<file path="config.mk">
export PLATFORM = sky130hd
export DESIGN_NAME = gamepad_pmod_rx_multi
export DESIGN_NICKNAME = d
export VERILOG_FILES = /design/src/rtl/gamepad_pmod_pkg.sv /design/src/rtl/gamepad_pmod_rx_multi_sync.sv /design/src/rtl/gamepad_pmod_rx_multi.sv
export SDC_FILE = /design/constraint.sdc
export NUM_CORES = 1
export LEC_CHECK = 0
export ABC_AREA = 0
export CAP_MARGIN = 40
export CORE_UTILIZATION = 27
export CTS_BUF_LIST = sky130_fd_sc_hd__clkbuf_8
export CTS_CLUSTER_SIZE = 20
export DETAILED_ROUTE_END_ITERATION = 8
export GPL_TIMING_DRIVEN = 1
export PLACE_DENSITY = 0.5
export SYNTH_ARGS = -nofsm -noshare
export SYNTH_HDL_FRONTEND = slang
export SYNTH_SLANG_ARGS = --single-unit
</file>
<file path="constraint.sdc">
create_clock -name clk -period 6 [get_ports clk]
set_input_delay 1.2 -clock clk [delete_from_list [all_inputs] [get_ports clk]]
set_output_delay 1.2 -clock clk [all_outputs]
set_load 0.01 [all_outputs]
</file>
<file path="src/rtl/gamepad_pmod_pkg.sv">
// Shared constants and width helpers for the multi-controller Gamepad Pmod receiver.
package gamepad_pmod_pkg;

   localparam int DEF_NUM_CTRL      = 2;
   localparam int DEF_BITS_PER_CTRL = 12;
   localparam int FRAME_BITS        = DEF_NUM_CTRL * DEF_BITS_PER_CTRL;
   localparam int CNT_W             = $clog2(FRAME_BITS + 2);
   localparam logic [FRAME_BITS-1:0] FRAME_ONES = '1;

   // Bit counter must hold 0 .. frame_bits+1 (the saturation value).
   function automatic int cnt_width(input int frame_bits);
      return $clog2(frame_bits + 2);
   endfunction

   function automatic int wd_width(input int timeout);
      return (timeout < 2) ? 1 : $clog2(timeout + 1);
   endfunction

endpackage

</file>
<file path="src/rtl/gamepad_pmod_rx_multi_sync.sv">
// Multi-stage synchroniser for one async Pmod pin, with a rising-edge pulse on the synced level.
module pmod_pin_sync #(
   parameter int STAGES = 2
) (
   input  logic clk,
   input  logic rst,
   input  logic din,
   output logic dout,
   output logic rise
);

   logic [STAGES-1:0] chain_q, chain_d;
   logic              prev_q, prev_d;

   always_comb begin
      chain_d = {chain_q[STAGES-2:0], din};
      prev_d  = chain_q[STAGES-1];
   end

   // Reset to ones so a pin idling high after reset never looks like a fresh edge.
   always_ff @(posedge clk) begin
      if (rst) begin
         chain_q <= '1;
         prev_q  <= 1'b1;
      end else begin
         chain_q <= chain_d;
         prev_q  <= prev_d;
      end
   end

   assign dout = chain_q[STAGES-1];
   assign rise = chain_q[STAGES-1] & ~prev_q;

endmodule

</file>
<file path="src/rtl/gamepad_pmod_rx_multi.sv">
// Gamepad Pmod serial receiver for NUM_CTRL controllers: frame validation, presence,
// sticky press/release events with write-one-to-clear, and a link watchdog.
module gamepad_pmod_rx_multi
   import gamepad_pmod_pkg::*;
#(
   parameter int NUM_CTRL       = DEF_NUM_CTRL,
   parameter int BITS_PER_CTRL  = DEF_BITS_PER_CTRL,
   parameter int SYNC_STAGES    = 2,
   parameter int TIMEOUT_CYCLES = 0
) (
   input  logic                                clk,
   input  logic                                rst,
   input  logic                                en,
   input  logic                                pmod_data,
   input  logic                                pmod_clk,
   input  logic                                pmod_latch,
   output logic [NUM_CTRL*BITS_PER_CTRL-1:0]   data_out,
   output logic [NUM_CTRL-1:0]                 present,
   output logic                                frame_valid,
   output logic                                frame_error,
   output logic                                stale,
   output logic [NUM_CTRL*BITS_PER_CTRL-1:0]   pressed,
   output logic [NUM_CTRL*BITS_PER_CTRL-1:0]   released,
   input  logic [NUM_CTRL*BITS_PER_CTRL-1:0]   evt_clr,
   output logic                                irq
);

   localparam int FB = NUM_CTRL * BITS_PER_CTRL;
   localparam int CW = cnt_width(FB);
   localparam int WW = wd_width(TIMEOUT_CYCLES);
   localparam logic [FB-1:0]            ONES     = '1;
   localparam logic [BITS_PER_CTRL-1:0] CTRL_ONES = '1;
   localparam logic [CW-1:0]            CNT_MAX  = CW'(FB + 1);
   localparam logic [WW-1:0]            WD_MAX   = WW'(TIMEOUT_CYCLES);

   logic data_sync, clk_rise, latch_rise, unused_clk_lvl, unused_latch_lvl;

   pmod_pin_sync #(.STAGES(SYNC_STAGES)) u_sync_data (
      .clk(clk), .rst(rst), .din(pmod_data), .dout(data_sync), .rise());
   pmod_pin_sync #(.STAGES(SYNC_STAGES)) u_sync_clk (
      .clk(clk), .rst(rst), .din(pmod_clk), .dout(unused_clk_lvl), .rise(clk_rise));
   pmod_pin_sync #(.STAGES(SYNC_STAGES)) u_sync_latch (
      .clk(clk), .rst(rst), .din(pmod_latch), .dout(unused_latch_lvl), .rise(latch_rise));

   logic [FB-1:0] shift_q, shift_d, shift_in, data_q, data_d;
   logic [FB-1:0] pressed_q, pressed_d, released_q, released_d, set_p, set_r;
   logic [CW-1:0] cnt_q, cnt_d, cnt_in;
   logic [WW-1:0] wd_q, wd_d, wd_inc;
   logic          stale_q, stale_d, fv_q, fv_d, fe_q, fe_d, commit_ok;
   logic [BITS_PER_CTRL-1:0] old_f, new_f;

   always_comb begin
      shift_d   = shift_q;
      cnt_d     = cnt_q;
      data_d    = data_q;
      wd_d      = wd_q;
      stale_d   = stale_q;
      fv_d      = 1'b0;
      fe_d      = 1'b0;
      commit_ok = 1'b0;
      shift_in  = shift_q;
      cnt_in    = cnt_q;
      wd_inc    = wd_q + 1'b1;
      if (!en) begin
         shift_d = ONES;
         cnt_d   = '0;
      end else begin
         // A clk edge in the same cycle as the latch is folded in before the commit.
         if (clk_rise) begin
            shift_in = {shift_q[FB-2:0], data_sync};
            if (cnt_q != CNT_MAX) cnt_in = cnt_q + 1'b1;
         end
         shift_d = shift_in;
         cnt_d   = cnt_in;
         if (latch_rise) begin
            for (int k = 1; k <= NUM_CTRL; k++)
               if (cnt_in == CW'(k * BITS_PER_CTRL)) commit_ok = 1'b1;
            if (commit_ok) begin
               data_d = shift_in;
               fv_d   = 1'b1;
            end else begin
               fe_d   = 1'b1;
            end
            shift_d = ONES;
            cnt_d   = '0;
         end
         if (commit_ok) begin
            wd_d    = '0;
            stale_d = 1'b0;
         end else if (TIMEOUT_CYCLES > 0 && wd_q != WD_MAX) begin
            wd_d = wd_inc;
            if (wd_inc == WD_MAX) begin
               stale_d = 1'b1;
               data_d  = ONES;
            end
         end
      end
   end

   // Events only between controllers present in both the outgoing and incoming frame.
   always_comb begin
      set_p = '0;
      set_r = '0;
      old_f = '0;
      new_f = '0;
      if (commit_ok) begin
         for (int k = 0; k < NUM_CTRL; k++) begin
            old_f = data_q[k*BITS_PER_CTRL +: BITS_PER_CTRL];
            new_f = shift_in[k*BITS_PER_CTRL +: BITS_PER_CTRL];
            if (old_f != CTRL_ONES && new_f != CTRL_ONES) begin
               set_p[k*BITS_PER_CTRL +: BITS_PER_CTRL] = new_f & ~old_f;
               set_r[k*BITS_PER_CTRL +: BITS_PER_CTRL] = old_f & ~new_f;
            end
         end
      end
      pressed_d  = (pressed_q & ~evt_clr) | set_p;
      released_d = (released_q & ~evt_clr) | set_r;
   end

   always_ff @(posedge clk) begin
      if (rst) begin
         shift_q    <= ONES;
         cnt_q      <= '0;
         data_q     <= ONES;
         wd_q       <= '0;
         stale_q    <= 1'b0;
         fv_q       <= 1'b0;
         fe_q       <= 1'b0;
         pressed_q  <= '0;
         released_q <= '0;
      end else begin
         shift_q    <= shift_d;
         cnt_q      <= cnt_d;
         data_q     <= data_d;
         wd_q       <= wd_d;
         stale_q    <= stale_d;
         fv_q       <= fv_d;
         fe_q       <= fe_d;
         pressed_q  <= pressed_d;
         released_q <= released_d;
      end
   end

   always_comb begin
      present = '0;
      for (int k = 0; k < NUM_CTRL; k++)
         present[k] = (data_q[k*BITS_PER_CTRL +: BITS_PER_CTRL] != CTRL_ONES);
   end

   assign data_out    = data_q;
   assign frame_valid = fv_q;
   assign frame_error = fe_q;
   assign stale       = stale_q;
   assign pressed     = pressed_q;
   assign released    = released_q;
   assign irq         = (|pressed_q) | (|released_q);

endmodule

</file>
==> reports/results.txt <==
The area share of the largest cell type after synthesis was 0.467; the maximum vdd ir drop was 0.0000946 V. Hold repair after CTS inserted 0 buffers. The tools report the total nets after synthesis as 514.

The clock arrives with 0.00967 ns of skew. The most frequent cell after synthesis is sky130_fd_sc_hd__dfxtp_1. Setup repair after global routing left no endpoint under its margin. The maximum number of pins on one net before global-route repair is 45, and the number of library cell types mapped by synthesis is 38.

Routability-driven placement finished with a final weighted congestion of 0.764. The post-layout utilization of the core is 0.363, and the remaining max-slew budget at the tightest pin is 0.483. In this run the power density over the cells is 209 mW/mm2.

Along the worst path, the maximum fanout reaches 3. Counting I/O delays and the setup requirement, the final critical path takes 3.58 ns. The area inside the core boundary is 0.0172 mm2. The worst hold path belongs to the class flop to flop. Input and output buffers added on the ports amount to 106. By area the synthesized netlist is led by sky130_fd_sc_hd__dfxtp_1 (47%), sky130_fd_sc_hd__mux2i_1 (16%), sky130_fd_sc_hd__a32o_1 (5.0%). The number of antenna violations at the first check in global routing was 0. The flow ran to the end, but the final reports show violations. TritonCTS built the clock tree.

By startpoint and endpoint, the worst setup path is classified as flop to output port. The logs give 185 for the number of DRC markers after the initial detailed-route iteration and 0 for the number of warnings reported in the yosys synthesis log. Once the clock tree was built, the resizer swapped 0 gates to a different size. The floorplan step set the die width to 135 um. Detailed placement ended at an HPWL of 10,500 um.

The number of inserted diodes was 0; the clock-pin slew on the worst setup and hold paths was 0.10 ns. For the data required time of the worst path, the log shows 4.80 ns. Clock tree synthesis found a total of 111 sinks.

The share of synthesized area occupied by flip-flops and latches is 0.467, and the max-cap check violation count is 0. Data arrives at the worst endpoint at 2.38 ns. The chip height works out to 135 um.

The total number of placement rows was 48; the overall power was 1.31 mW. The routed via count divided by cell count is 4.86. The maximum root-to-sink buffer count came out at 2.

Most used flip-flop cell after synthesis: sky130_fd_sc_hd__dfxtp_1. The first global-routing pass estimated 22,100 um of wire. The post-CTS repair timing setup buffer count was 0; the via count of the first global-routing pass was 4,032.

The area enclosed by the die boundary came out at 0.0182 mm2. The number of ports placed on the die boundary was 108; the overall routed net length was 14,100 um. The cell area after synthesis was 0.00476 mm2. For the pin with the worst max-slew slack, the measured transition is 0.772 ns. The CTS H-tree depth is 3, and the count of vias placed by the detailed router is 3,923.

The tools report the standby leakage power as 2.57 nW. The sort of element at the end of the critical path is an output port. The number of standard cells after synthesis came out at 482.

The checks that failed: DRC. Count of pins over their slew limit: 0. Yosys mapped a number of flops with a built-in enable equal to 0.

The area growth from synthesis to layout is 31.6%. The run gives 0.276 as the initial standard-cell utilization of the core. The sum of negative setup slack is 0 ns. For the number of remaining DRC errors, the log shows 1. Setup violations remaining at the end of the flow were counted as 0. Each instance of the synthesized netlist takes up on average 9.87 um2. The dominant cell type by area after synthesis was sky130_fd_sc_hd__dfxtp_1.

Before antenna repair, the detailed router went through 6 iterations. After filler insertion, the fill cell instance count of the layout stands at 1,751. The run gives 9 as the TritonCTS buffer count. The average wire per standard cell is 17.4 um, and the proportion of layout cells with a drive suffix above 1 is 0.0739. The clock reaches the later pin of the worst-skew pair after 0.38 ns. Based on the critical path, the design can be clocked at up to 279 MHz.

The overall fraction of global-route tracks in use is 0.159, and the number of nets with antenna violations after routing is 0. The tools report the hold violation count in the final report as 0. The tree is rooted in a sky130_fd_sc_hd__clkbuf_8. The commonest cells after synthesis are sky130_fd_sc_hd__dfxtp_1 (111), sky130_fd_sc_hd__mux2i_1 (75), sky130_fd_sc_hd__nor2_1 (56). Kind of start point of the critical path: a flop.

The fraction of registers with async set or reset after synthesis was 0. The flop and latch count out of synthesis is 111, and the final layout net count is 610. The share of the clock period used by the worst path works out to 0.597. For the aggregate global routing overflow, the log shows 0.
cells in the final DEF (no fill, tap or decap), types with 3 or more instances in the layout:
cell type                         Yosys  layout
sky130_fd_sc_hd__buf_4                4       9
sky130_fd_sc_hd__nor3_1              26      26
sky130_fd_sc_hd__nand3_1              3       3
sky130_fd_sc_hd__or2_2                8       8
sky130_fd_sc_hd__clkdlybuf4s50_1      0     105
sky130_fd_sc_hd__a32o_1              24      24
sky130_fd_sc_hd__a22o_1              16      16
sky130_fd_sc_hd__a21bo_1              8       8
sky130_fd_sc_hd__nand2_1             37      37
sky130_fd_sc_hd__clkbuf_8             0      12
sky130_fd_sc_hd__nand2b_1             3       3
sky130_fd_sc_hd__nor4_1              15      13
sky130_fd_sc_hd__nor2b_1             26      26
sky130_fd_sc_hd__or3_1                4       4
sky130_fd_sc_hd__dfxtp_1            111     111
sky130_fd_sc_hd__nor2_1              56      56
sky130_fd_sc_hd__nand4_1             14      14
sky130_fd_sc_hd__mux2i_1             75      75
final timing paths:
path                      startpoint                       to  slack, ns  depth (start not counted)
max                       pressed[2]                      irq       2.42                          4
max reg2reg                 cnt_q[0]             data_out[13]       3.26                          7
min          u_sync_latch.chain_q[0]  u_sync_latch.chain_q[1]       0.43                          1
min reg2reg  u_sync_latch.chain_q[0]  u_sync_latch.chain_q[1]       0.43                          1
state kept, by name, summed over array words and instances, names as in the netlist:
register / count
u_sync_latch.chain_q: 2
cnt_q: 5
u_sync_clk.prev_q: 1
data_out: 24
frame_valid: 1
u_sync_clk.chain_q: 2
shift_q: 24
released: 24
pressed: 24
frame_error: 1
u_sync_data.chain_q: 2
u_sync_latch.prev_q: 1
metal layers:
layer / vias up / GRT usage / wire length (um)
li1: 1932 / - / -
met1: 1919 / 0.207 / 6680
met2: 63 / 0.265 / 6710
met3: 9 / 0.0372 / 516
met4: 0 / 0.0406 / 148
met5: - / 0 / 0
worst max-delay path, stage by stage, from the launching register on:
cell                              delay [ns]
sky130_fd_sc_hd__dfxtp_1                0.36
sky130_fd_sc_hd__nor4_1                 0.54
sky130_fd_sc_hd__nand4_1                0.21
sky130_fd_sc_hd__or3_1                  0.40
sky130_fd_sc_hd__clkdlybuf4s50_1        0.49
through the flow:
| stage | setup slack, ns | hold slack (ns) | cells | instance area, um2 |
|---|---|---|---|---|
| 3_5_place_dp | 2.31 | 0.405 | 792 | 6030 |
| 3_3_place_gp | 2.32 | 0.403 | 790 | 6010 |
| 5_1_grt | 2.30 | 0.452 | 807 | 6260 |
| 2_1_floorplan | 3.43 | 0.389 | 482 | 4760 |
| 6_report | 2.42 | 0.429 | 807 | 6260 |
| 4_1_cts | 2.32 | 0.440 | 807 | 6260 |
report_power, final:
group	leakage (nW)	internal, mW	switching (mW)
clock	0.118	0.267	0.248
combinational	1.56	0.0261	0.0270
sequential	0.898	0.738	0.00134
area by class of cell:
type / instances / area (um2) / area share
multi-input combinational: 338 / 2380 / 0.380
clock inverter: 3 / 65.1 / 0.0104
sequential: 111 / 2220 / 0.355
timing repair buffer: 116 / 1140 / 0.182
tap: 225 / 282 / 0.0450
inverter: 2 / 7.51 / 0.00120
clock buffer: 12 / 165 / 0.0264
cells by family after synthesis:
group	after synthesis	share of synthesized area
other	1	0.000788
adders and majority gates	2	0.00526
and+or+nand+nor	200	0.215
xor gates and xnor gates	3	0.00552
DFF	111	0.467
muxes	75	0.158
buffers and inverters	33	0.0371
AOI/OAI and AO/OA	57	0.112
No activity file was read; power rests on OpenSTA's default activity.
